**src/rtl/glb_psum_write_arbiter.sv**
```systemverilog
// Round-robin arbiter serializing one PE row's X_dim psums onto the GLB write port; grant is
// combinational in IDLE, writes start next cycle, bursts X_dim+1 apart. PSUM_RELU_EN clamps negatives.
module glb_psum_write_arbiter #(
    parameter int DATA_BITWIDTH     = 16,
    parameter int ADDR_BITWIDTH_GLB = 10,
    parameter int X_dim             = 5,
    parameter int Y_dim             = 3,
    parameter int ITER_BITWIDTH     = 8,
    parameter int PSUM_LOAD_ADDR    = 0
) (
    input  logic                                 clk,
    input  logic                                 reset,
    input  logic [Y_dim-1:0]                     req_psum,
    input  logic [DATA_BITWIDTH*X_dim*Y_dim-1:0] req_data,
    input  logic                                 pass_clear,
    output logic [Y_dim-1:0]                     grant,
    output logic [ADDR_BITWIDTH_GLB-1:0]         w_addr_glb_psum,
    output logic [DATA_BITWIDTH-1:0]             w_data_glb_psum,
    output logic                                 write_en_glb_psum,
    output logic                                 busy,
    output logic                                 burst_done
);
    localparam int ROW_W = DATA_BITWIDTH * X_dim;
    localparam int GW    = (Y_dim > 1) ? $clog2(Y_dim) : 1;
    localparam int KW    = (X_dim > 1) ? $clog2(X_dim) : 1;

    typedef enum logic {IDLE, WRITE} state_t;

    state_t                       state, state_nxt;
    logic [ITER_BITWIDTH-1:0]     iter [Y_dim];
    logic [GW-1:0]                last_grant, cur_row, win;
    logic                         win_vld, take, do_clear, last_write;
    logic                         clear_pending;
    logic [ROW_W-1:0]             row_hold, row_sel;
    logic [KW-1:0]                k;
    logic [ADDR_BITWIDTH_GLB-1:0] base_calc;

    function automatic logic [DATA_BITWIDTH-1:0] relu(input logic [DATA_BITWIDTH-1:0] w);
`ifdef PSUM_RELU_EN
        return w[DATA_BITWIDTH-1] ? '0 : w;
`else
        return w;
`endif
    endfunction

    // Scan from the row after the last winner, wrapping modulo Y_dim.
    always_comb begin
        logic [GW:0] idx;
        win     = '0;
        win_vld = 1'b0;
        idx     = '0;
        for (int i = 1; i <= Y_dim; i++) begin
            idx = {1'b0, last_grant} + (GW+1)'(i);
            if (idx >= (GW+1)'(Y_dim))
                idx = idx - (GW+1)'(Y_dim);
            if (!win_vld && req_psum[idx[GW-1:0]]) begin
                win     = idx[GW-1:0];
                win_vld = 1'b1;
            end
        end
    end

    assign row_sel   = req_data[int'(win)*ROW_W +: ROW_W];
    assign base_calc = ADDR_BITWIDTH_GLB'(PSUM_LOAD_ADDR
                       + (int'(iter[win]) * Y_dim + int'(win)) * X_dim);
    assign do_clear  = pass_clear || clear_pending;

    always_ff @(posedge clk) begin
        if (reset) state <= IDLE;
        else       state <= state_nxt;
    end

    always_comb begin
        state_nxt         = state;
        take              = 1'b0;
        grant             = '0;
        busy              = 1'b0;
        write_en_glb_psum = 1'b0;
        last_write        = 1'b0;
        burst_done        = 1'b0;
        case (state)
            IDLE: begin
                take = !reset && !do_clear && win_vld;
                if (take) begin
                    grant     = Y_dim'(1) << win;
                    state_nxt = WRITE;
                end
            end
            WRITE: begin
                busy              = 1'b1;
                write_en_glb_psum = 1'b1;
                last_write        = (k == KW'(X_dim - 1));
                burst_done        = last_write;
                if (last_write)
                    state_nxt = IDLE;
            end
            default: state_nxt = IDLE;
        endcase
    end

    // Outputs are loaded one word ahead so w_addr/w_data hold their last value while idle.
    always_ff @(posedge clk) begin
        if (reset) begin
            for (int r = 0; r < Y_dim; r++) iter[r] <= '0;
            last_grant      <= GW'(Y_dim - 1);
            clear_pending   <= 1'b0;
            cur_row         <= '0;
            row_hold        <= '0;
            k               <= '0;
            w_addr_glb_psum <= ADDR_BITWIDTH_GLB'(PSUM_LOAD_ADDR);
            w_data_glb_psum <= '0;
        end else if (state == IDLE) begin
            if (do_clear) begin
                for (int r = 0; r < Y_dim; r++) iter[r] <= '0;
                last_grant    <= GW'(Y_dim - 1);
                clear_pending <= 1'b0;
            end else if (take) begin
                cur_row         <= win;
                k               <= '0;
                w_addr_glb_psum <= base_calc;
                w_data_glb_psum <= relu(row_sel[DATA_BITWIDTH-1:0]);
                row_hold        <= row_sel >> DATA_BITWIDTH;
            end
        end else begin
            if (pass_clear)
                clear_pending <= 1'b1;
            if (last_write) begin
                iter[cur_row] <= iter[cur_row] + ITER_BITWIDTH'(1);
                last_grant    <= cur_row;
            end else begin
                k               <= k + KW'(1);
                w_addr_glb_psum <= w_addr_glb_psum + ADDR_BITWIDTH_GLB'(1);
                w_data_glb_psum <= relu(row_hold[DATA_BITWIDTH-1:0]);
                row_hold        <= row_hold >> DATA_BITWIDTH;
            end
        end
    end
endmodule

```
**config.mk**
```make
export PLATFORM = sky130hd
export DESIGN_NAME = glb_psum_write_arbiter
export DESIGN_NICKNAME = d
export VERILOG_FILES = /design/src/rtl/glb_psum_write_arbiter.sv
export SDC_FILE = /design/constraint.sdc
export NUM_CORES = 1
export LEC_CHECK = 0
export CAP_MARGIN = 40
export CORE_ASPECT_RATIO = 0.5
export CORE_MARGIN = 4
export CORE_UTILIZATION = 45
export DETAILED_ROUTE_END_ITERATION = 10
export PLACE_DENSITY = 0.81
export SLEW_MARGIN = 25
export SYNTH_ARGS = -nofsm -noshare
export SYNTH_HDL_FRONTEND = slang
export SYNTH_SLANG_ARGS = --single-unit
```
**constraint.sdc**
```tcl
create_clock -name clk -period 9.9 [get_ports clk]
set_clock_uncertainty 0.1 [all_clocks]
set_input_delay 1.98 -clock clk [delete_from_list [all_inputs] [get_ports clk]]
set_output_delay 1.98 -clock clk [all_outputs]
set_load 0.005 [all_outputs]
```
==> impl_results.rst <==
.. list-table::
   :header-rows: 1

   * - Metric
     - Value
   * - Result of the run
     - finished clean
   * - 1st-pass router iterations
     - 10
   * - Detailed placement HPWL
     - 20100 um
   * - Num CTS Buffers
     - 17
   * - Setup slack of the critical path after layout
     - 2.31 ns
   * - Post-route clock period utilization
     - 0.767
   * - Vias in the first global route
     - 7626
   * - Buffer type at the clock tree root
     - sky130_fd_sc_hd__clkbuf_16
   * - Async set-or-reset flop fraction in the synthesized netlist
     - 0
   * - Synth Register Bits
     - 133
   * - WL final
     - 28100 um
   * - DRC viols
     - 0
   * - Number of cells upsized or downsized after cts
     - 0
   * - Start of the worst register-to-register path
     - last_grant[0]$_SDFFE_PP0P_
   * - Proportion of layout cells with a drive suffix above 1
     - 0.0667
   * - Cell types with the largest area share after synthesis
     - sky130_fd_sc_hd__dfxtp_1, sky130_fd_sc_hd__edfxtp_1, sky130_fd_sc_hd__a222oi_1
   * - Commonest non-fill, non-tap cells in the layout
     - sky130_fd_sc_hd__clkdlybuf4s50_1, sky130_fd_sc_hd__nand2_1, sky130_fd_sc_hd__dfxtp_1, sky130_fd_sc_hd__a22oi_1, sky130_fd_sc_hd__nor2_1
   * - Hold bufs inserted after CTS
     - 0
   * - Post-synthesis instance total
     - 818
   * - Area growth from synthesis to final layout
     - 45.5%
   * - Most instantiated flip-flop cell in the synthesis netlist
     - sky130_fd_sc_hd__dfxtp_1
   * - Worst setup path class
     - in -> reg
   * - Type of the worst min-delay path
     - reg -> reg
   * - Top fanout value on the critical path
     - 8
   * - Worst Tran Pin Value
     - 0.837 ns
   * - Unique masters post-synth
     - 63
   * - Maximum number of pins on one net before global-route repair
     - 72
   * - Max-cap violations
     - 0
   * - Cell area after placement
     - 10600 sq um
   * - Number of sinks driven by the clock tree
     - 133
   * - Pre-CTS setup slack
     - 1.91 ns
   * - Maximum resistive drop on vdd
     - 135 uV
   * - Hold violation total from the final report
     - 0
   * - Routability-driven placement congestion ratio
     - 0.901
   * - Post-route setup TNS
     - 0 ns
   * - Overflow left after global routing
     - 0
   * - Total nets after synthesis
     - 1102
   * - Number of design-rule violations left by the first detailed-router iteration
     - 801
   * - Antenna cell count
     - 0
   * - Post-detailed-route wirelength per cell
     - 21.5 um
   * - Initial antenna violation count
     - 0
   * - Synth Area per Inst
     - 9.39 sq um
   * - Remaining max-slew budget at the tightest pin
     - 0.442
   * - CP Data Required Time
     - 10.11 ns
   * - Cell type with the highest aggregate area in the netlist
     - sky130_fd_sc_hd__dfxtp_1
   * - FF+latch area
     - 2980 sq um
   * - Buffer count from post-CTS setup fixing
     - 0
   * - Most common cell after layout, fill and taps aside
     - sky130_fd_sc_hd__clkdlybuf4s50_1
   * - DRT antenna net count
     - 0
   * - Die width
     - 193 um
   * - Count of nets after finishing
     - 1351
   * - Launching element of the worst setup path
     - req_psum[2]
   * - Fraction of synthesized cell area taken by the top area cell type
     - 0.263
   * - Starting density of the core
     - 0.464
   * - Clock tree buffer depth
     - 2
   * - Total number of yosys warnings
     - 0
   * - Post-CTS clock slew at the launch and capture registers of the worst setup and hold paths
     - 0.06 ns
   * - Power per Cell Area
     - 157 nW/um^2
   * - Overall via count from detail_route
     - 7842
   * - Unrepaired setup endpoints after global routing
     - false
   * - Multi-input combinational cell area
     - 4310 sq um
   * - EDFF count, synth
     - 32
   * - Setup crit start kind
     - primary input
   * - Filler cell count
     - 1280
   * - Area of the core region
     - 16600 sq um
   * - GRT Resource Usage Total
     - 0.273
   * - Global-route wire length before repair
     - 41700 um
   * - Worst Setup End Kind
     - flop
   * - Power after layout
     - 1.75 mW
   * - Number of buffers inserted by port buffering
     - 277
   * - Highest clock rate
     - 0.132 GHz
   * - CTS tree
     - built
   * - Count of final max-slew check failures
     - 0
   * - Overall die area
     - 19300 sq um
   * - Number of rows created at floorplan
     - 33
   * - Launch instance of the worst min-delay path
     - row_hold[0]$_SDFFE_PP0P_
   * - Height of the chip
     - 100 um
   * - Sequential element share of the synthesized area
     - 0.389
   * - Number of top-level pins
     - 278
   * - Mapped Area
     - 7680 sq um
   * - Number of H-tree levels
     - 4
   * - Average vias per placed instance
     - 6.00
   * - Worst EP arrival
     - 7.80 ns
   * - Post-layout min period
     - 7.59 ns
   * - Fin area
     - 11200 sq um
   * - Leakage Power
     - 4.48 nW
   * - Insertion delay to the later sink of the worst-skew pair
     - 0.41 ns
   * - # setup viols final
     - 0
[logic make-up after synthesis]
group / synth area share
flip-flops: 0.389
XOR/XNOR: 0.0194
buffers and inverters: 0.0541
adder cells (fa/ha/maj): 0.0649
AO/OA/AOI/OAI: 0.272
AND/OR/NAND/NOR: 0.138
multiplexers: 0.0627
[layout make-up]
class / count / area share
Clock inverter: 15 / 0.0152
Tap cell: 227 / 0.0254
Multi-Input combinational cell: 600 / 0.386
Sequential cell: 133 / 0.267
Inverter: 26 / 0.00874
Timing Repair Buffer: 289 / 0.260
Clock buffer: 17 / 0.0381
[where the power goes]
part | internal, mW | switching (mW)
combinational | 0.249 | 0.209
sequential | 0.601 | 0.0387
clock | 0.379 | 0.271
[per-layer routing]
metal / GRT usage / share of wire / vias to the layer above / wire length, um
met5: 0 / 0 / - / 0
met4: 0.0800 / 0.024 / 0 / 669
met3: 0.0434 / 0.070 / 52 / 1960
met1: 0.353 / 0.41 / 3822 / 11500
li1: - / - / 3637 / -
met2: 0.477 / 0.50 / 331 / 14000
[worst max-delay path, stage by stage]
cell and delay (ns):
sky130_fd_sc_hd__clkdlybuf4s50_1 0.62, sky130_fd_sc_hd__nand2b_1 0.14, sky130_fd_sc_hd__a21oi_1 0.46, sky130_fd_sc_hd__a21oi_1 0.07
sky130_fd_sc_hd__a21boi_0 0.48, sky130_fd_sc_hd__o22ai_1 0.19, sky130_fd_sc_hd__a21oi_1 0.32, sky130_fd_sc_hd__fa_1 0.49
sky130_fd_sc_hd__ha_1 0.23, sky130_fd_sc_hd__inv_1 0.07, sky130_fd_sc_hd__fa_1 0.19, sky130_fd_sc_hd__nor2b_1 0.07
sky130_fd_sc_hd__o31a_1 0.26, sky130_fd_sc_hd__o311ai_1 0.43, sky130_fd_sc_hd__ha_1 0.32, sky130_fd_sc_hd__ha_1 0.35
sky130_fd_sc_hd__and2_1 0.15, sky130_fd_sc_hd__a311o_1 0.31, sky130_fd_sc_hd__a21oi_1 0.17, sky130_fd_sc_hd__xnor2_1 0.15
sky130_fd_sc_hd__xnor2_1 0.10, sky130_fd_sc_hd__o221a_2 0.25
[synthesized netlist by cell type, types with 3 or more instances]
master,instances
sky130_fd_sc_hd__a311oi_1,3
sky130_fd_sc_hd__a211oi_1,6
sky130_fd_sc_hd__fa_1,3
sky130_fd_sc_hd__nor2b_1,5
sky130_fd_sc_hd__o21ai_0,15
sky130_fd_sc_hd__nand2b_1,23
sky130_fd_sc_hd__clkbuf_1,16
sky130_fd_sc_hd__nand3b_1,4
sky130_fd_sc_hd__edfxtp_1,32
sky130_fd_sc_hd__ha_1,35
sky130_fd_sc_hd__mux4_2,8
sky130_fd_sc_hd__o22ai_1,22
sky130_fd_sc_hd__nor2_1,62
sky130_fd_sc_hd__buf_6,6
sky130_fd_sc_hd__a21oi_1,37
sky130_fd_sc_hd__nand3_1,11
sky130_fd_sc_hd__a21o_1,6
sky130_fd_sc_hd__a222oi_1,56
sky130_fd_sc_hd__xor2_1,6
sky130_fd_sc_hd__buf_1,4
sky130_fd_sc_hd__inv_1,26
sky130_fd_sc_hd__o21ai_1,7
sky130_fd_sc_hd__xnor2_1,11
sky130_fd_sc_hd__buf_2,29
sky130_fd_sc_hd__and2_1,6
sky130_fd_sc_hd__a22oi_1,66
sky130_fd_sc_hd__buf_4,4
sky130_fd_sc_hd__o21a_1,5
sky130_fd_sc_hd__a211o_1,16
sky130_fd_sc_hd__nand2_1,115
sky130_fd_sc_hd__dfxtp_1,101
sky130_fd_sc_hd__o21bai_1,3
sky130_fd_sc_hd__mux2i_1,29
sky130_fd_sc_hd__o21ai_2,3
[registers in the layout (all words and copies together), names as in the netlist, 2 cells and up, named ones only]
register / count
w_data_glb_psum: 16
w_addr_glb_psum: 10
last_grant: 2
row_hold: 64
k: 3
cur_row: 2
iter: 32
[path summary, 6_finish.rpt]
check                           slack (ns)  cells past startpoint                         endpoint
worst max register to register        3.29                     23  w_addr_glb_psum[9]$_SDFFE_PP0P_
worst min register to register        0.37                      1         row_hold[0]$_SDFFE_PP0P_
worst max-delay path                  2.31                     22  w_addr_glb_psum[9]$_SDFFE_PP0P_
worst min-delay path                  0.37                      1         row_hold[0]$_SDFFE_PP0P_
[through the flow]
| stage | std cells | utilization | hold WS [ns] |
|---|---|---|---|
| floorplan | 818 | - | 0.336 |
| global placement | 1269 | 0.633 | 0.347 |
| detailed placement | 1273 | 0.637 | 0.353 |
| CTS | 1305 | 0.673 | 0.367 |
| global route | 1307 | 0.675 | 0.386 |
| finish | 1307 | 0.675 | 0.369 |
(Power assumes the default switching activity.)
